## config.mk

```make
export PLATFORM = sky130hd
export DESIGN_NAME = alu_seq_flat
export DESIGN_NICKNAME = d
export VERILOG_FILES = /design/src/rtl/alu_pkg.sv /design/src/rtl/alu_seq_if.sv /design/src/rtl/alu_step.sv /design/src/rtl/alu_seq.sv /design/src/flat_wrapper.sv
export SDC_FILE = /design/constraint.sdc
export NUM_CORES = 1
export LEC_CHECK = 0
export BUFFER_PORTS_ARGS = -buffer_cell sky130_fd_sc_hd__buf_2
export CAP_MARGIN = 20
export CELL_PAD_IN_SITES_DETAIL_PLACEMENT = 1
export CELL_PAD_IN_SITES_GLOBAL_PLACEMENT = 2
export CORE_UTILIZATION = 33
export CTS_BUF_LIST = sky130_fd_sc_hd__clkbuf_4 sky130_fd_sc_hd__clkbuf_8
export DETAILED_ROUTE_END_ITERATION = 7
export GPL_ROUTABILITY_DRIVEN = 0
export PLACE_DENSITY_LB_ADDON = 0.05
export SLEW_MARGIN = 0
export SYNTH_ARGS = -nofsm -noshare
export SYNTH_HDL_FRONTEND = slang
export SYNTH_SLANG_ARGS = --single-unit
```

## constraint.sdc

```tcl
create_clock -name clk -period 2.8 [get_ports clk]
set_clock_uncertainty 0.05 [all_clocks]
set_input_delay 0.14 -clock clk [delete_from_list [all_inputs] [get_ports clk]]
set_output_delay 0.14 -clock clk [all_outputs]
set_load 0.1 [all_outputs]
```

## src/rtl/alu_pkg.sv

```systemverilog
// Shared encodings and helpers for the serial reduction ALU.
package alu_pkg;

    typedef enum logic [1:0] {
        OP_SUM    = 2'b00,
        OP_POPCNT = 2'b01,
        OP_MAX    = 2'b10,
        OP_MIN    = 2'b11
    } op_e;

    typedef enum logic [1:0] {
        S_IDLE = 2'b00,
        S_RUN  = 2'b01,
        S_DONE = 2'b10
    } state_e;

    localparam int unsigned IDENT_W = 64;

    // Starting accumulator value for a mode; MIN starts from all-ones of the field width.
    function automatic logic [IDENT_W-1:0] identity(op_e op, int unsigned width);
        logic [IDENT_W-1:0] ones;
        ones = '1;
        if (op == OP_MIN) begin
            identity = ones >> (IDENT_W - width);
        end else begin
            identity = '0;
        end
    endfunction

endpackage

```

## src/rtl/alu_seq_if.sv

```systemverilog
// Request/response bus of the serial reduction ALU.
interface alu_seq_if #(
    parameter int unsigned WIDTH = 4,
    parameter int unsigned N_OPS = 3
);
    localparam int unsigned OUT_W = WIDTH + $clog2(N_OPS);

    logic [WIDTH*N_OPS-1:0] in;
    logic [1:0]             op;
    logic                   in_valid;
    logic                   in_ready;
    logic [OUT_W-1:0]       result;
    logic [WIDTH-1:0]       sum;
    logic                   ovf;
    logic                   zero;
    logic                   out_valid;
    logic                   out_ready;

    modport master (
        output in, op, in_valid, out_ready,
        input  in_ready, result, sum, ovf, zero, out_valid
    );

    modport slave (
        input  in, op, in_valid, out_ready,
        output in_ready, result, sum, ovf, zero, out_valid
    );

endinterface

```

## src/rtl/alu_step.sv

```systemverilog
// One reduction step: combine the accumulator with a single operand field.
module alu_step
    import alu_pkg::*;
#(
    parameter int unsigned WIDTH = 4,
    parameter int unsigned OUT_W = 6
) (
    input  logic [OUT_W-1:0] acc,
    input  logic [WIDTH-1:0] operand,
    input  op_e              op,
    output logic [OUT_W-1:0] acc_nxt_c
);

    localparam int unsigned PC_W = $clog2(WIDTH + 1);

    logic [PC_W-1:0]  ones_c;
    logic [OUT_W-1:0] opnd_c;

    assign opnd_c = OUT_W'(operand);

    // Population count of the operand field.
    always_comb begin
        ones_c = '0;
        for (int i = 0; i < int'(WIDTH); i++) begin
            ones_c = ones_c + PC_W'(operand[i]);
        end
    end

    // Per-mode accumulate; compares are unsigned and ties keep the accumulator.
    always_comb begin
        acc_nxt_c = acc;
        unique case (op)
            OP_SUM:    acc_nxt_c = acc + opnd_c;
            OP_POPCNT: acc_nxt_c = acc + OUT_W'(ones_c);
            OP_MAX:    if (opnd_c > acc) acc_nxt_c = opnd_c;
            OP_MIN:    if (opnd_c < acc) acc_nxt_c = opnd_c;
            default:   acc_nxt_c = acc;
        endcase
    end

endmodule

```

## src/rtl/alu_seq.sv

```systemverilog
// Serial reduction ALU: accepts N_OPS packed fields, folds one per cycle, holds the result.
module alu_seq
    import alu_pkg::*;
#(
    parameter int unsigned WIDTH = 4,
    parameter int unsigned N_OPS = 3
) (
    input  logic       clk,
    input  logic       rst_n,
    alu_seq_if.slave   bus
);

    localparam int unsigned OUT_W    = WIDTH + $clog2(N_OPS);
    localparam int unsigned IN_W     = WIDTH * N_OPS;
    localparam int unsigned IDX_W    = (N_OPS > 1) ? $clog2(N_OPS) : 1;
    localparam logic [IDX_W-1:0] IDX_LAST = IDX_W'(N_OPS - 1);

    generate
        if (N_OPS < 1) begin : g_bad_n_ops
            $error("alu_seq: N_OPS must be at least 1");
        end
    endgenerate

    state_e           state, state_nxt;
    logic             accept_c, advance_c, finish_c, release_c;
    logic             last_c;
    logic [IN_W-1:0]  opnd_q;
    op_e              op_q;
    logic [OUT_W-1:0] acc;
    logic [OUT_W-1:0] acc_nxt_c;
    logic [IDX_W-1:0] idx;
    logic [OUT_W-1:0] result_q;
    logic             ovf_q, zero_q, out_valid_q, in_ready_q;

    assign last_c = (idx == IDX_LAST);

    // Field 0 always sits at the bottom of the shifting operand register.
    alu_step #(
        .WIDTH (WIDTH),
        .OUT_W (OUT_W)
    ) u_step (
        .acc       (acc),
        .operand   (opnd_q[WIDTH-1:0]),
        .op        (op_q),
        .acc_nxt_c (acc_nxt_c)
    );

    // State register.
    always_ff @(posedge clk or negedge rst_n) begin
        if (!rst_n) begin
            state <= S_IDLE;
        end else begin
            state <= state_nxt;
        end
    end

    // Next-state logic.
    always_comb begin
        state_nxt = state;
        unique case (state)
            S_IDLE:  if (bus.in_valid)  state_nxt = S_RUN;
            S_RUN:   if (last_c)        state_nxt = S_DONE;
            S_DONE:  if (bus.out_ready) state_nxt = S_IDLE;
            default: state_nxt = S_IDLE;
        endcase
    end

    // Control strobes per state; out_ready only matters while a result is held.
    always_comb begin
        accept_c  = 1'b0;
        advance_c = 1'b0;
        finish_c  = 1'b0;
        release_c = 1'b0;
        unique case (state)
            S_IDLE:  accept_c = bus.in_valid;
            S_RUN: begin
                advance_c = 1'b1;
                finish_c  = last_c;
            end
            S_DONE:  release_c = bus.out_ready;
            default: ;
        endcase
    end

    // Operand latch, accumulator and field index.
    always_ff @(posedge clk or negedge rst_n) begin
        if (!rst_n) begin
            opnd_q <= '0;
            op_q   <= OP_SUM;
            acc    <= '0;
            idx    <= '0;
        end else if (accept_c) begin
            opnd_q <= bus.in;
            op_q   <= op_e'(bus.op);
            acc    <= OUT_W'(identity(op_e'(bus.op), WIDTH));
            idx    <= '0;
        end else if (advance_c) begin
            opnd_q <= opnd_q >> WIDTH;
            acc    <= acc_nxt_c;
            idx    <= last_c ? '0 : idx + 1'b1;
        end
    end

    // Result, flags and handshake outputs; flags are taken from the final step, not from acc.
    always_ff @(posedge clk or negedge rst_n) begin
        if (!rst_n) begin
            result_q    <= '0;
            ovf_q       <= 1'b0;
            zero_q      <= 1'b0;
            out_valid_q <= 1'b0;
            in_ready_q  <= 1'b1;
        end else begin
            if (accept_c) begin
                in_ready_q <= 1'b0;
            end
            if (finish_c) begin
                result_q    <= acc_nxt_c;
                ovf_q       <= (op_q == OP_SUM) && ((acc_nxt_c >> WIDTH) != '0);
                zero_q      <= (acc_nxt_c == '0);
                out_valid_q <= 1'b1;
            end
            if (release_c) begin
                out_valid_q <= 1'b0;
                in_ready_q  <= 1'b1;
            end
        end
    end

    assign bus.in_ready  = in_ready_q;
    assign bus.result    = result_q;
    assign bus.sum       = result_q[WIDTH-1:0];
    assign bus.ovf       = ovf_q;
    assign bus.zero      = zero_q;
    assign bus.out_valid = out_valid_q;

endmodule

```

## src/flat_wrapper.sv

```systemverilog
// flat-port wrapper written by rule: the top's interface ports become plain ports
module alu_seq_flat import alu_pkg::*;
#(
    parameter int unsigned WIDTH = 4,
    parameter int unsigned N_OPS = 3
)
  (clk, rst_n, bus_in, bus_op, bus_in_valid, bus_out_ready, bus_in_ready, bus_result, bus_sum, bus_ovf, bus_zero, bus_out_valid);
  alu_seq_if #(.WIDTH(WIDTH), .N_OPS(N_OPS)) bus_i ();
  input  logic clk;
  input  logic rst_n;
  input wire logic [$bits(bus_i.in)-1:0] bus_in;
  input wire logic [$bits(bus_i.op)-1:0] bus_op;
  input wire logic [$bits(bus_i.in_valid)-1:0] bus_in_valid;
  input wire logic [$bits(bus_i.out_ready)-1:0] bus_out_ready;
  output wire logic [$bits(bus_i.in_ready)-1:0] bus_in_ready;
  output wire logic [$bits(bus_i.result)-1:0] bus_result;
  output wire logic [$bits(bus_i.sum)-1:0] bus_sum;
  output wire logic [$bits(bus_i.ovf)-1:0] bus_ovf;
  output wire logic [$bits(bus_i.zero)-1:0] bus_zero;
  output wire logic [$bits(bus_i.out_valid)-1:0] bus_out_valid;
  assign bus_i.in = bus_in;
  assign bus_i.op = bus_op;
  assign bus_i.in_valid = bus_in_valid;
  assign bus_i.out_ready = bus_out_ready;
  assign bus_in_ready = bus_i.in_ready;
  assign bus_result = bus_i.result;
  assign bus_sum = bus_i.sum;
  assign bus_ovf = bus_i.ovf;
  assign bus_zero = bus_i.zero;
  assign bus_out_valid = bus_i.out_valid;
  alu_seq #(.WIDTH(WIDTH), .N_OPS(N_OPS)) u_core (.clk(clk), .rst_n(rst_n), .bus(bus_i));
endmodule
```

==> out/metrics.cfg <==
[outcome]
status=complete, but fails checks
failed_checks=setup timing

[final_layout]
nets=313
drive_gt1_share_pct=26.5
layout_common_cells=nand2_1, dfrtp_1, buf_2, buf_4, o21ai_0
fin_cells=360
fill_cells=764
synthToLayoutAreaGrowth_pct=22.0
antennaDiodeCount=0
final_common_cell=nand2_1

[logic_synthesis]
ys_seq_elements=34
ys.flop_type=dfrtp_1
synth_area_per_cell_sq_um=9.05
ys_warn_count=0
netlist_area_sq_mm=0.00215
syn-num-nets=269
synth-edff-count=0
async_flop_share_pct=100
yosysUniqueCellTypes=50
synthCells=238
seq_area_frac_synth_pct=39.5

[cts]
clk_latency_ns=0.29
htreeDepth=2
cts_tree=yes
root_buffer=clkbuf_8
clock-sinks=34
cts_buffers=5
max-clock-path-buffers=2
clkTransAtPathRegs_ns=0.08
post_cts_buffers=0

[floorplanning]
ios=32
row_count=29
die_y_um=82.8
initial_core_util_pct=34.1
die-area_sq_mm=0.00686
fp.dieW_um=82.8
core-area_sq_mm=0.00631

[route]
drtAntennaViolNets=0
drcViolationCount=0
wl_um=5960
num_vias=1824
wl_per_cell_um=16.6
detail_route.first_pass.iterations=4
detail_route.iter0.violations=68
detail_route.vias_per_cell=5.07

[setup_path]
cp-end-kind=flip-flop
cp.required_ns=2.95
crit_path_max_fanout=2
crit_type=reg2reg
startpoint_type=flip-flop
r2r_cells=11
arrival_ns=2.98

[sta]
drv_slew=0
finalCritPeriodShare_pct=101
rsz0062_at_grt=yes
finalWorstSetupSlack_ns=-0.0280
fin_crit_ns=2.83
hold_viol=0
slew_headroom_pct=45.5
worst_pin_slew_ns=0.818
clock.fmax_mhz=354
setup_viol=1

[global_route]
grt_usage_pct=18.7
grt_pass1_wl_um=10000
first_global_vias=1938
grt_overflow=0
grt_max_degree=35
antenna_found_initial=0

[placement]
hpwl_um=4460
pre_cts_ws_ns=-0.135
placed_cells=351
portBuffers=31

[hold_path]
whs_path_depth=3
hold_class=in2reg

[run]
maxCapViolations=0

[worst max-delay path, cell delays in order, from the launching register on]
cell	delay (ns)
dfrtp_1	0.40
fa_1	0.55
inv_2	0.04
fa_2	0.34
inv_2	0.06
fa_1	0.39
mux2i_1	0.22
mux2i_1	0.13
nor3_1	0.13
and4_1	0.19
a211oi_1	0.05
o41ai_2	0.20
[sequential cells by signal (all words and copies together), names as in the netlist, 2 cells and up]
| name | cells |
|---|---|
| u_core.opnd_q | 12 |
| u_core.op_q | 2 |
| u_core.acc | 6 |
| u_core.bus.result | 6 |
| u_core.state | 2 |
| u_core.idx | 2 |
[Yosys cell counts (all sizes together) (4+ instances only)]
| library cell | number | area share, % |
|---|---|---|
| a21oi | 9 | 2.1 |
| nand2 | 45 | 7.8 |
| xnor2 | 5 | 2.0 |
| inv | 13 | 2.3 |
| buf | 5 | 1.7 |
| a211oi | 7 | 2.4 |
| o31ai | 6 | 2.1 |
| nor2b | 8 | 2.3 |
| a22oi | 8 | 2.8 |
| o21ai | 14 | 3.4 |
| clkbuf | 12 | 2.1 |
| fa | 4 | 3.7 |
| nor2 | 9 | 1.6 |
| nor3 | 5 | 1.2 |
| dfrtp | 33 | 38 |
| ha | 9 | 5.2 |
[per-layer routing]
| metal | part of all wire (%) | vias up | global-route usage (%) |
|---|---|---|---|
| met2 | 49 | 26 | 31.0 |
| met1 | 48 | 866 | 25.2 |
| met3 | 2.6 | 5 | 2.98 |
| met4 | 1.0 | 0 | 5.17 |
| met5 | 0 | - | 0 |
| li1 | - | 927 | - |
[cell families (layout without fill, tap and decap cells)]
kind of cell	after synthesis	count (layout)	synth area share (%)
buf+inv	31	76	6.27
compound gates	66	66	21.8
fa+ha+maj	13	13	8.94
mux	4	4	1.97
simple gates	85	85	19.4
flops	34	34	39.5
xor+xnor	5	5	2.03
[path summary, 6_finish.rpt]
kind	from	endpoint	slack, ns
min	bus_in[9]	u_core.opnd_q[9]	0.005
max reg2reg	u_core.acc[0]	u_core.bus.zero	-0.03
max	u_core.acc[0]	u_core.bus.zero	-0.03
min reg2reg	u_core.bus.result[5]	u_core.bus.result[5]	0.42
max in group asynchronous	rst_n	u_core.acc[3]	1.75
min in group asynchronous	rst_n	u_core.bus.ovf	0.42
[through the flow]
stage	hold WS, ns	area, sq um	util [%]	TNS (ns)
after detailed placement	0.243	2490	39.4	-0.135
final	0.00528	2630	41.6	-0.0280
after CTS	0.000917	2620	41.5	-0.0840
after floorplan	-0.206	2150	-	0
after global placement	0.244	2490	39.4	-0.0537
after global routing	0.0166	2630	41.6	-0.254
[cell type report]
type	instances	area (sq um)	area share [%]
timing repair buffer	54	330	12.6
inverter	14	52.6	2.00
clock buffer	7	90.1	3.43
multi-input combinational	173	1180	44.8
sequential	34	852	32.4
clock inverter	1	30.0	1.14
tap	77	96.3	3.67
[timing repair]
action / CTS / global route
gates resized for setup: 2 / 4
endpoints found under the hold margin: 33 / 0
hold buffers: 1 / 0
setup endpoints to repair: 2 / 5
pin swaps: 2 / 2
Power is not shown: default switching activity piles up to over one toggle a cycle in this logic, so the estimate is an artifact.
